File: config.mk
export PLATFORM = sky130hd
export DESIGN_NAME = ir_decode_flat
export DESIGN_NICKNAME = d
export VERILOG_FILES = /design/src/rtl/ir_decode_if.sv /design/src/rtl/ir_decode.sv /design/src/flat_wrapper.sv
export SDC_FILE = /design/constraint.sdc
export NUM_CORES = 1
export LEC_CHECK = 0
export CELL_PAD_IN_SITES_DETAIL_PLACEMENT = 1
export CELL_PAD_IN_SITES_GLOBAL_PLACEMENT = 1
export CORE_MARGIN = 3
export CORE_UTILIZATION = 35
export CTS_BUF_LIST = sky130_fd_sc_hd__clkbuf_16
export DETAILED_ROUTE_END_ITERATION = 12
export PLACE_DENSITY_LB_ADDON = 0.1
export SYNTH_ARGS = -nofsm -noshare
export SYNTH_HDL_FRONTEND = slang
export SYNTH_SLANG_ARGS = --single-unit
File: constraint.sdc
create_clock -name i_IrDecode_clk -period 4.1 [get_ports i_IrDecode_clk]
set_input_delay 0.615 -clock i_IrDecode_clk [delete_from_list [all_inputs] [get_ports i_IrDecode_clk]]
set_output_delay 0.615 -clock i_IrDecode_clk [all_outputs]
set_load 0.1 [all_outputs]
File: src/rtl/ir_decode_if.sv
`default_nettype none
// ============================================================================
// Module   : ir_decode_if
// Purpose  : Fetch/decode bus between ir_decode, instruction memory and the
//            main controller.
// Revision : 1.0
// ============================================================================
interface ir_decode_if;
    logic        i_IrDecode_start;
    logic        i_IrDecode_flush;
    logic        o_IrDecode_mem_req;
    logic        i_IrDecode_mem_valid;
    logic [31:0] i_IrDecode_mem_rdata;
    logic        o_IrDecode_valid;
    logic        i_IrDecode_ready;
    logic [31:0] o_IrDecode_instr;
    logic [5:0]  o_IrDecode_opcode;
    logic [4:0]  o_IrDecode_rs;
    logic [4:0]  o_IrDecode_rt;
    logic [4:0]  o_IrDecode_rd;
    logic [4:0]  o_IrDecode_shamt;
    logic [5:0]  o_IrDecode_funct;
    logic [15:0] o_IrDecode_imm16;
    logic        o_IrDecode_ext_sign;
    logic [25:0] o_IrDecode_jidx;
    logic        o_IrDecode_illegal;
    logic        o_IrDecode_timeout;
    logic        o_IrDecode_busy;

    modport slave (
        input  i_IrDecode_start, i_IrDecode_flush, i_IrDecode_mem_valid,
               i_IrDecode_mem_rdata, i_IrDecode_ready,
        output o_IrDecode_mem_req, o_IrDecode_valid, o_IrDecode_instr,
               o_IrDecode_opcode, o_IrDecode_rs, o_IrDecode_rt, o_IrDecode_rd,
               o_IrDecode_shamt, o_IrDecode_funct, o_IrDecode_imm16,
               o_IrDecode_ext_sign, o_IrDecode_jidx, o_IrDecode_illegal,
               o_IrDecode_timeout, o_IrDecode_busy
    );

    modport master (
        output i_IrDecode_start, i_IrDecode_flush, i_IrDecode_mem_valid,
               i_IrDecode_mem_rdata, i_IrDecode_ready,
        input  o_IrDecode_mem_req, o_IrDecode_valid, o_IrDecode_instr,
               o_IrDecode_opcode, o_IrDecode_rs, o_IrDecode_rt, o_IrDecode_rd,
               o_IrDecode_shamt, o_IrDecode_funct, o_IrDecode_imm16,
               o_IrDecode_ext_sign, o_IrDecode_jidx, o_IrDecode_illegal,
               o_IrDecode_timeout, o_IrDecode_busy
    );
endinterface
`default_nettype wire

File: src/rtl/ir_decode.sv
`default_nettype none
// ============================================================================
// Module   : ir_decode
// Purpose  : Instruction register with fetch timeout, field slicing and
//            immediate-extend select, held under a valid/ready handshake.
// Revision : 1.0
// ============================================================================
module ir_decode #(
    parameter logic [31:0] RESET_INSTR = 32'h0000_0000,
    parameter int          MEM_TIMEOUT = 15
) (
    input  wire logic   i_IrDecode_clk,
    input  wire logic   i_IrDecode_rst_n,
    ir_decode_if.slave  bus
);

    localparam logic [1:0] c_S_IDLE   = 2'd0;
    localparam logic [1:0] c_S_FETCH  = 2'd1;
    localparam logic [1:0] c_S_DECODE = 2'd2;
    localparam logic [1:0] c_S_HOLD   = 2'd3;
    localparam logic [7:0] c_CNT_LAST = 8'(MEM_TIMEOUT - 1);

    logic [1:0]  r_state;
    logic [1:0]  w_state_nxt;
    logic [7:0]  r_wait_cnt;
    logic [31:0] r_ir;
    logic        r_timeout;
    logic [5:0]  r_opcode;
    logic [4:0]  r_rs, r_rt, r_rd, r_shamt;
    logic [5:0]  r_funct;
    logic [15:0] r_imm16;
    logic [25:0] r_jidx;
    logic        r_ext_sign, r_illegal;

    logic w_mem_req, w_valid, w_busy;
    logic w_start_acc, w_fetch_hit, w_fetch_to, w_fetch_wait;
    logic w_dec_sign, w_dec_illegal;

    // Flush overrides every other event; start is accepted from IDLE or on a
    // completing handshake.
    assign w_start_acc  = !bus.i_IrDecode_flush && bus.i_IrDecode_start &&
                          ((r_state == c_S_IDLE) ||
                           ((r_state == c_S_HOLD) && bus.i_IrDecode_ready));
    assign w_fetch_hit  = (r_state == c_S_FETCH) && !bus.i_IrDecode_flush &&
                          bus.i_IrDecode_mem_valid;
    assign w_fetch_wait = (r_state == c_S_FETCH) && !bus.i_IrDecode_flush &&
                          !bus.i_IrDecode_mem_valid;
    assign w_fetch_to   = w_fetch_wait && (r_wait_cnt == c_CNT_LAST);

    always_ff @(posedge i_IrDecode_clk or negedge i_IrDecode_rst_n) begin
        if (!i_IrDecode_rst_n) r_state <= c_S_IDLE;
        else                   r_state <= w_state_nxt;
    end

    always_comb begin
        w_state_nxt = r_state;
        if (bus.i_IrDecode_flush) begin
            w_state_nxt = c_S_IDLE;
        end else begin
            case (r_state)
                c_S_IDLE:   if (bus.i_IrDecode_start) w_state_nxt = c_S_FETCH;
                c_S_FETCH:  if (w_fetch_hit || w_fetch_to) w_state_nxt = c_S_DECODE;
                c_S_DECODE: w_state_nxt = c_S_HOLD;
                c_S_HOLD:   if (bus.i_IrDecode_ready)
                                w_state_nxt = bus.i_IrDecode_start ? c_S_FETCH : c_S_IDLE;
                default:    w_state_nxt = c_S_IDLE;
            endcase
        end
    end

    always_comb begin
        w_mem_req = (r_state == c_S_FETCH);
        w_valid   = (r_state == c_S_HOLD);
        w_busy    = (r_state != c_S_IDLE);
    end

    always_comb begin
        w_dec_sign    = 1'b0;
        w_dec_illegal = 1'b0;
        case (r_ir[31:26])
            6'h08, 6'h09, 6'h0A, 6'h0B, 6'h04, 6'h05, 6'h23, 6'h2B: w_dec_sign = 1'b1;
            6'h0C, 6'h0D, 6'h0E, 6'h0F, 6'h00, 6'h02, 6'h03:        w_dec_sign = 1'b0;
            default:                                                w_dec_illegal = 1'b1;
        endcase
    end

    always_ff @(posedge i_IrDecode_clk or negedge i_IrDecode_rst_n) begin
        if (!i_IrDecode_rst_n) begin
            r_wait_cnt <= 8'd0;
            r_ir       <= RESET_INSTR;
            r_timeout  <= 1'b0;
        end else begin
            if (w_start_acc) begin
                r_wait_cnt <= 8'd0;
                r_timeout  <= 1'b0;
            end else if (w_fetch_to) begin
                r_timeout  <= 1'b1;
            end else if (w_fetch_wait) begin
                r_wait_cnt <= r_wait_cnt + 8'd1;
            end
            if (w_fetch_hit)     r_ir <= bus.i_IrDecode_mem_rdata;
            else if (w_fetch_to) r_ir <= RESET_INSTR;
        end
    end

    // Fields move only on the DECODE edge so they are frozen while valid is up.
    always_ff @(posedge i_IrDecode_clk or negedge i_IrDecode_rst_n) begin
        if (!i_IrDecode_rst_n) begin
            r_opcode   <= 6'd0;
            r_rs       <= 5'd0;
            r_rt       <= 5'd0;
            r_rd       <= 5'd0;
            r_shamt    <= 5'd0;
            r_funct    <= 6'd0;
            r_imm16    <= 16'd0;
            r_jidx     <= 26'd0;
            r_ext_sign <= 1'b0;
            r_illegal  <= 1'b0;
        end else if ((r_state == c_S_DECODE) && !bus.i_IrDecode_flush) begin
            r_opcode   <= r_ir[31:26];
            r_rs       <= r_ir[25:21];
            r_rt       <= r_ir[20:16];
            r_rd       <= r_ir[15:11];
            r_shamt    <= r_ir[10:6];
            r_funct    <= r_ir[5:0];
            r_imm16    <= r_ir[15:0];
            r_jidx     <= r_ir[25:0];
            r_ext_sign <= w_dec_sign;
            r_illegal  <= w_dec_illegal;
        end
    end

    assign bus.o_IrDecode_mem_req  = w_mem_req;
    assign bus.o_IrDecode_valid    = w_valid;
    assign bus.o_IrDecode_busy     = w_busy;
    assign bus.o_IrDecode_instr    = r_ir;
    assign bus.o_IrDecode_opcode   = r_opcode;
    assign bus.o_IrDecode_rs       = r_rs;
    assign bus.o_IrDecode_rt       = r_rt;
    assign bus.o_IrDecode_rd       = r_rd;
    assign bus.o_IrDecode_shamt    = r_shamt;
    assign bus.o_IrDecode_funct    = r_funct;
    assign bus.o_IrDecode_imm16    = r_imm16;
    assign bus.o_IrDecode_jidx     = r_jidx;
    assign bus.o_IrDecode_ext_sign = r_ext_sign;
    assign bus.o_IrDecode_illegal  = r_illegal;
    assign bus.o_IrDecode_timeout  = r_timeout;

endmodule
`default_nettype wire
File: src/flat_wrapper.sv
// flat-port wrapper written by rule: the top's interface ports become plain ports
module ir_decode_flat 
#(
    parameter logic [31:0] RESET_INSTR = 32'h0000_0000,
    parameter int          MEM_TIMEOUT = 15
)
  (i_IrDecode_clk, i_IrDecode_rst_n, bus_i_IrDecode_start, bus_i_IrDecode_flush, bus_i_IrDecode_mem_valid, bus_i_IrDecode_mem_rdata, bus_i_IrDecode_ready, bus_o_IrDecode_mem_req, bus_o_IrDecode_valid, bus_o_IrDecode_instr, bus_o_IrDecode_opcode, bus_o_IrDecode_rs, bus_o_IrDecode_rt, bus_o_IrDecode_rd, bus_o_IrDecode_shamt, bus_o_IrDecode_funct, bus_o_IrDecode_imm16, bus_o_IrDecode_ext_sign, bus_o_IrDecode_jidx, bus_o_IrDecode_illegal, bus_o_IrDecode_timeout, bus_o_IrDecode_busy);
  ir_decode_if bus_i ();
  input  wire logic i_IrDecode_clk;
  input  wire logic i_IrDecode_rst_n;
  input wire logic [$bits(bus_i.i_IrDecode_start)-1:0] bus_i_IrDecode_start;
  input wire logic [$bits(bus_i.i_IrDecode_flush)-1:0] bus_i_IrDecode_flush;
  input wire logic [$bits(bus_i.i_IrDecode_mem_valid)-1:0] bus_i_IrDecode_mem_valid;
  input wire logic [$bits(bus_i.i_IrDecode_mem_rdata)-1:0] bus_i_IrDecode_mem_rdata;
  input wire logic [$bits(bus_i.i_IrDecode_ready)-1:0] bus_i_IrDecode_ready;
  output wire logic [$bits(bus_i.o_IrDecode_mem_req)-1:0] bus_o_IrDecode_mem_req;
  output wire logic [$bits(bus_i.o_IrDecode_valid)-1:0] bus_o_IrDecode_valid;
  output wire logic [$bits(bus_i.o_IrDecode_instr)-1:0] bus_o_IrDecode_instr;
  output wire logic [$bits(bus_i.o_IrDecode_opcode)-1:0] bus_o_IrDecode_opcode;
  output wire logic [$bits(bus_i.o_IrDecode_rs)-1:0] bus_o_IrDecode_rs;
  output wire logic [$bits(bus_i.o_IrDecode_rt)-1:0] bus_o_IrDecode_rt;
  output wire logic [$bits(bus_i.o_IrDecode_rd)-1:0] bus_o_IrDecode_rd;
  output wire logic [$bits(bus_i.o_IrDecode_shamt)-1:0] bus_o_IrDecode_shamt;
  output wire logic [$bits(bus_i.o_IrDecode_funct)-1:0] bus_o_IrDecode_funct;
  output wire logic [$bits(bus_i.o_IrDecode_imm16)-1:0] bus_o_IrDecode_imm16;
  output wire logic [$bits(bus_i.o_IrDecode_ext_sign)-1:0] bus_o_IrDecode_ext_sign;
  output wire logic [$bits(bus_i.o_IrDecode_jidx)-1:0] bus_o_IrDecode_jidx;
  output wire logic [$bits(bus_i.o_IrDecode_illegal)-1:0] bus_o_IrDecode_illegal;
  output wire logic [$bits(bus_i.o_IrDecode_timeout)-1:0] bus_o_IrDecode_timeout;
  output wire logic [$bits(bus_i.o_IrDecode_busy)-1:0] bus_o_IrDecode_busy;
  assign bus_i.i_IrDecode_start = bus_i_IrDecode_start;
  assign bus_i.i_IrDecode_flush = bus_i_IrDecode_flush;
  assign bus_i.i_IrDecode_mem_valid = bus_i_IrDecode_mem_valid;
  assign bus_i.i_IrDecode_mem_rdata = bus_i_IrDecode_mem_rdata;
  assign bus_i.i_IrDecode_ready = bus_i_IrDecode_ready;
  assign bus_o_IrDecode_mem_req = bus_i.o_IrDecode_mem_req;
  assign bus_o_IrDecode_valid = bus_i.o_IrDecode_valid;
  assign bus_o_IrDecode_instr = bus_i.o_IrDecode_instr;
  assign bus_o_IrDecode_opcode = bus_i.o_IrDecode_opcode;
  assign bus_o_IrDecode_rs = bus_i.o_IrDecode_rs;
  assign bus_o_IrDecode_rt = bus_i.o_IrDecode_rt;
  assign bus_o_IrDecode_rd = bus_i.o_IrDecode_rd;
  assign bus_o_IrDecode_shamt = bus_i.o_IrDecode_shamt;
  assign bus_o_IrDecode_funct = bus_i.o_IrDecode_funct;
  assign bus_o_IrDecode_imm16 = bus_i.o_IrDecode_imm16;
  assign bus_o_IrDecode_ext_sign = bus_i.o_IrDecode_ext_sign;
  assign bus_o_IrDecode_jidx = bus_i.o_IrDecode_jidx;
  assign bus_o_IrDecode_illegal = bus_i.o_IrDecode_illegal;
  assign bus_o_IrDecode_timeout = bus_i.o_IrDecode_timeout;
  assign bus_o_IrDecode_busy = bus_i.o_IrDecode_busy;
  ir_decode #(.RESET_INSTR(RESET_INSTR), .MEM_TIMEOUT(MEM_TIMEOUT)) u_core (.i_IrDecode_clk(i_IrDecode_clk), .i_IrDecode_rst_n(i_IrDecode_rst_n), .bus(bus_i));
endmodule
# --- After elaboration in Yosys (flattened, before gate mapping) ---
# Index checks and enable logic that the tools add are counted.
totals:
  register_bits: 119
  inputBits: 38
  output_inout_bits: 112
  wordCells: 74
classes:
  addsub: 1
  n_eq_ne: 22
  n_mux: 15
  n_reduce_logical: 22
op_table:
  columns: ["cell", "n"]
  rows:
  - ["$mux 32", 2]
  - ["$eq 6x4->1 const B", 8]
  - ["$mux 8", 3]
  - ["$reduce_or 15->1", 1]
  - ["$eq 6x2->1 const B", 2]
  - ["$eq 6x3->1 const B", 2]
  - ["$eq 6x6->1 const B", 2]
  - ["$add 8x1->8 const B", 1]
  - ["$eq 8x4->1 const B", 1]
  - ["$logic_and 1x1->1", 8]
  - ["$mux 2", 4]
  - ["$pmux 2 s4", 1]
  - ["$reduce_bool 2->1", 4]
  - ["$reduce_or 8->1", 1]
  - ["$logic_not 6->1", 1]
  - ["$ne 3x3->1 const B", 2]
  - ["$mux 1", 5]
  - ["$eq 2x2->1 const B", 2]
  - ["$ne 3x2->1 const B", 1]
  - ["$reduce_and 3->1", 1]
  - ["$eq 2x1->1 const B", 1]
  - ["$logic_not 1->1", 2]
  - ["$logic_not 2->1", 1]
  - ["$logic_or 1x1->1", 2]
  - ["other kinds (2)", 2]

# --- Logic depth before layout (Yosys ltp) ---
logic_depth:
  word_depth: 8
  depth_mapped: 8
  depth_no_buf: 6

# --- Worst setup path before layout ---
# OpenSTA, ideal clock, no wires.
synth_timing:
  kind: "flip-flop to flip-flop"
  start: "register u_core.r_state[1]"
  end: "register u_core.r_wait_cnt[2]"
  setup_time_ns: 0.125
  t_arrival_ns: 2.445
  required_time_ns: 3.975
  setup_slack_ns: 1.530
  path_stages_with_launch: 8
  n_path_buf: 1
  period_less_slack_ns: 2.570
  cell_sequence: "dfrtp_1 > inv_1 > ha_1 > or3b_1 > buf_2 > a21oi_4 > nand2_1 > mux2_4"
synth_between:
  elab_chain_cells: 6
  word_cells_on_any_way: 13
  cone_classes: "eq/ne (3); mux (1); reduce/logical (9)"
synth_rtl:
  columns: ["element", "line", "source"]
  rows:
  - ["start: declaration", "ir_decode.sv:23", "logic [1:0] r_state;"]
  - ["start signal: assignment", "ir_decode.sv:51", "if (!i_IrDecode_rst_n) r_state <= c_S_IDLE;"]
  - ["start signal: assignment", "ir_decode.sv:52", "else r_state <= w_state_nxt;"]
  - ["$eq 2x1->1 *", null, null]
  - ["named net bus_o_IrDecode_mem_req", "flat_wrapper.sv:16", "output wire logic [$bits(bus_i.o_IrDecode_mem_req)-1:0] bus_o_IrDecode_mem_req;"]
  - ["$logic_and 1x1->1 * (2 in a row)", "ir_decode.sv:46", "assign w_fetch_wait = (r_state == c_S_FETCH) && !bus.i_IrDecode_flush &&"]
  - ["$logic_and 1x1->1", "ir_decode.sv:48", "assign w_fetch_to = w_fetch_wait && (r_wait_cnt == c_CNT_LAST);"]
  - ["$ne 2x1->1 (no source line)", null, null]
  - ["$reduce_and 2->1 (no source line) *", null, null]
  - ["end signal: assignment", "ir_decode.sv:99", "r_wait_cnt <= r_wait_cnt + 8'd1;"]
  - ["end: declaration", "ir_decode.sv:25", "logic [7:0] r_wait_cnt;"]
# Mark *: on every way through the listed nets, which the timed path passes. The rest lies on a longest branch.
# A chain may end at the register's enable or synchronous reset.

# --- Worst setup path after layout ---
layout_timing:
  start: "register u_core.r_state[0]"
  end: "output bus_o_IrDecode_busy"
layout_between:
  elab_chain_cells: 1
layout_rtl:
  columns: ["element", "line", "source"]
  rows:
  - ["$reduce_bool 2->1", "ir_decode.sv:74", "w_busy = (r_state != c_S_IDLE);"]
  - ["end: declaration", "flat_wrapper.sv:30", "output wire logic [$bits(bus_i.o_IrDecode_busy)-1:0] bus_o_IrDecode_busy;"]
# No other way between the ends.

==> summary.md <==
| Metric | Value |
|---|---|
| Largest net degree at the start of global routing | `78` |
| GR Layer Usage met3 | `0.0557` |
| Setup crit start | `u_core.r_state[0]` |
| DRT iter0 DRCs | `96` |
| CP endpoint kind | `output port` |
| Synth Warn # | `0` |
| DR DRC count | `0` |
| Post-DP HPWL | `between 6000 and 7000 um` |
| Synth cell types | `39` |
| Seq cells post-synth | `77` |
| Die Height | `106 um` |
| Setup CP Type | `flip-flop to output port` |
| R2R Path Start | `u_core.r_state[1]` |
| Worst path slowest cell | `clkdlybuf4s50_1` |
| Final net count | `430` |
| Vias/cell | `4.96` |
| Syn Inst Count | `~280` |
| Largest stage delay on the critical path | `1.14 ns` |
| Placed cell count | `a little over 500` |
| Hold WS | `between 0.4 and 0.5 ns` |
| Tcrit/Tclk final | `0.710` |
| Clk buf depth | `2` |
| Count of buffers from port buffering | `149` |
| Critical Path Fanout Max | `5` |
| Core Region | `9420 sq um` |
| Status | `complete, no violations` |
| Main synth FF type | `dfrtp_1` |
| Met1 Use GR | `0.220` |
| FF-to-FF End | `u_core.r_wait_cnt[2]` |
| Worst reg-to-reg setup slack | `between 2 and 2.5 ns` |
| Antenna Cells | `0` |
| Setup TNS | `0 ns` |
| CP arrival | `2.30 ns` |
| Slew of the pin with the lowest slew margin | `0.995 ns` |
| IO Pins | `150` |
| Asr flop ratio synth | `1.00` |
| Syn_nets | `322` |
| Antenna viol nets, final | `0` |
| Routed vias | `2,576` |
| Initial core utilization | `0.368` |
| Post-synth EDFFs | `0` |
| Vias in the first global route | `2,732` |
| Max-cap violations | `0` |
| Met2 usage | `0.272` |
| Hold_buf cts | `0` |
| Cell depth of the worst flop-to-flop path | `6` |
| Max-slew headroom | `0.335` |
| Max H-tree Level | `3` |
| Worst hold path type | `primary input to async pin` |
| Period minus WS final | `2.91 ns` |
| Clock skew | `0.00842 ns` |
| CP most frequent cell | `inv_1` |
| Total GRT Usage | `0.169` |
| F_max | `roughly 340 MHz` |
| Drt total wl | `a little over 9000 um` |
| Setup bufs post-CTS | `0` |
| RSZ-0062 raised after global routing | `no` |
| CTS tree | `built` |
| Final Hold Viols | `0` |
| Cell depth of the worst setup path | `4` |
| Crit path buffers/inverters | `3` |
| Die area | `11,100 sq um` |
| Mapped Area | `3470 sq um` |
| GP Congestion | `roughly 0.74` |
| Top cells by area, synth | `dfrtp_1 (56%), mux2_2 (10%), buf_4 (9.1%)` |
| Final Setup Violations | `0` |
| Syn avg cell area | `12.5 sq um` |
| CTS resizes | `0` |
| Most used routing layer | `met2` |
| Worst Setup EP | `bus_o_IrDecode_busy` |
| First-pass GRT wire length | `15,000 um` |
| Post-synth top area cell | `dfrtp_1` |
| Routed len/inst | `17.5 um` |
| Row Count | `35` |
| Area added between synthesis and finish | `46.4%` |
| Commonest non-fill, non-tap cell in the layout | `clkdlybuf4s50_1` |
| Seq/Total Area, Yosys | `0.556` |
| Inserted Clock Buffers | `9` |
| CP Launch Type | `flip-flop` |
| Initial antenna violation count | `0` |
| Commonest non-fill, non-tap cells in the layout | `clkdlybuf4s50_1 (148), dfrtp_1 (77), a22o_1 (32)` |
| Fin. max-slew vios | `0` |
| Non-Filler Instances | `519` |
| Clock root cell | `clkbuf_16` |
| Share of the synthesized area in the top cell type | `0.556` |
| Clk pin slew, worst setup/hold paths | `0.06 ns` |
| Layout fillers | `985` |
| Die width | `106 um` |
| Family with the most delay on the worst path | `buffers and inverters` |
| Layout cell share with drive strength beyond 1 | `0.133` |
| Clk sinks | `77` |
| CP Data Required Time | `about 3.5 ns` |
| Clock latency on the worst-skew pair | `0.33 ns` |
| Critical path cell sequence | `inv_1, ha_1, inv_1, clkdlybuf4s50_1` |
| DR pass1 iterations | `4` |
| Gr ovfl total | `0` |
-- synth_stat cells (2+ instances only) --
library cell  number
buf_4             42
a21oi_1            6
nand3_1            2
a22o_1            32
nor4_1             2
o21ai_0            6
nand2b_1           2
dfrtp_1           77
nor3b_1            2
nand2_1            5
ha_1               6
xnor2_1            4
nor2b_1            2
o31ai_1            2
inv_1             12
clkbuf_1           5
mux2_2            31
nor2_1            11
a211oi_1           2
buf_2              8
-- state kept, by name, summed over array words and instances (netlist names) --
register	cells
u_core.bus.o_IrDecode_ext_sign	1
u_core.bus.o_IrDecode_instr	32
u_core.bus.o_IrDecode_rs	1
u_core.r_state	2
u_core.r_wait_cnt	8
u_core.bus.o_IrDecode_timeout	1
u_core.bus.o_IrDecode_jidx	25
u_core.bus.o_IrDecode_opcode	6
u_core.bus.o_IrDecode_illegal	1
-- worst reg2reg max path, cell delays in order, from the launching register on --
cell and delay (ns):
dfrtp_1 0.40, inv_1 0.12, ha_1 0.22, or3b_1 0.48
a21oi_4 0.31, nand2_1 0.12, mux2_4 0.30
-- cell type report --
cell class | count | area [sq um] | share of cell area
multi-input combinational | 134 | 1120 | 0.221
clock inverter | 6 | 81.3 | 0.0160
inverter | 12 | 45.0 | 0.00888
tap | 129 | 161 | 0.0318
sequential | 77 | 1930 | 0.380
clock buffer | 9 | 225 | 0.0444
timing repair buffer | 152 | 1510 | 0.298
-- metal layers --
metal / routed length, um / vias to the layer above
met1: 3880 / 1318
met4: 61 / 0
met5: 0 / -
met2: 4450 / 96
met3: 665 / 4
li1: - / 1158
-- metrics by stage --
stage	util	setup WS, ns	area [sq um]
final	0.539	1.19	5070
after detailed placement	0.506	1.49	4770
after CTS	0.539	1.16	5070
after global routing	0.539	1.09	5070
after global placement	0.506	1.55	4770
after floorplan	-	1.53	3470
-- cell families after synthesis --
group / share of synthesized area
simple gates: 0.0545
buf+inv: 0.121
mux: 0.108
compound gates: 0.129
xor+xnor: 0.0101
flops: 0.556
fa+ha+maj: 0.0217
-- how the worst min path moves through the flow --
stage,end,depth (start not counted)
2_1_floorplan,u_core.bus.o_IrDecode_ext_sign,0
3_3_place_gp,u_core.bus.o_IrDecode_timeout,2
3_5_place_dp,u_core.bus.o_IrDecode_instr[22],1
4_1_cts,u_core.bus.o_IrDecode_instr[4],1
5_1_grt,u_core.bus.o_IrDecode_instr[4],1
6_report,u_core.bus.o_IrDecode_instr[4],1
Power is left out: the tool's default activity adds up to more than one toggle a clock period on the data nets, which glitch-free logic cannot reach.
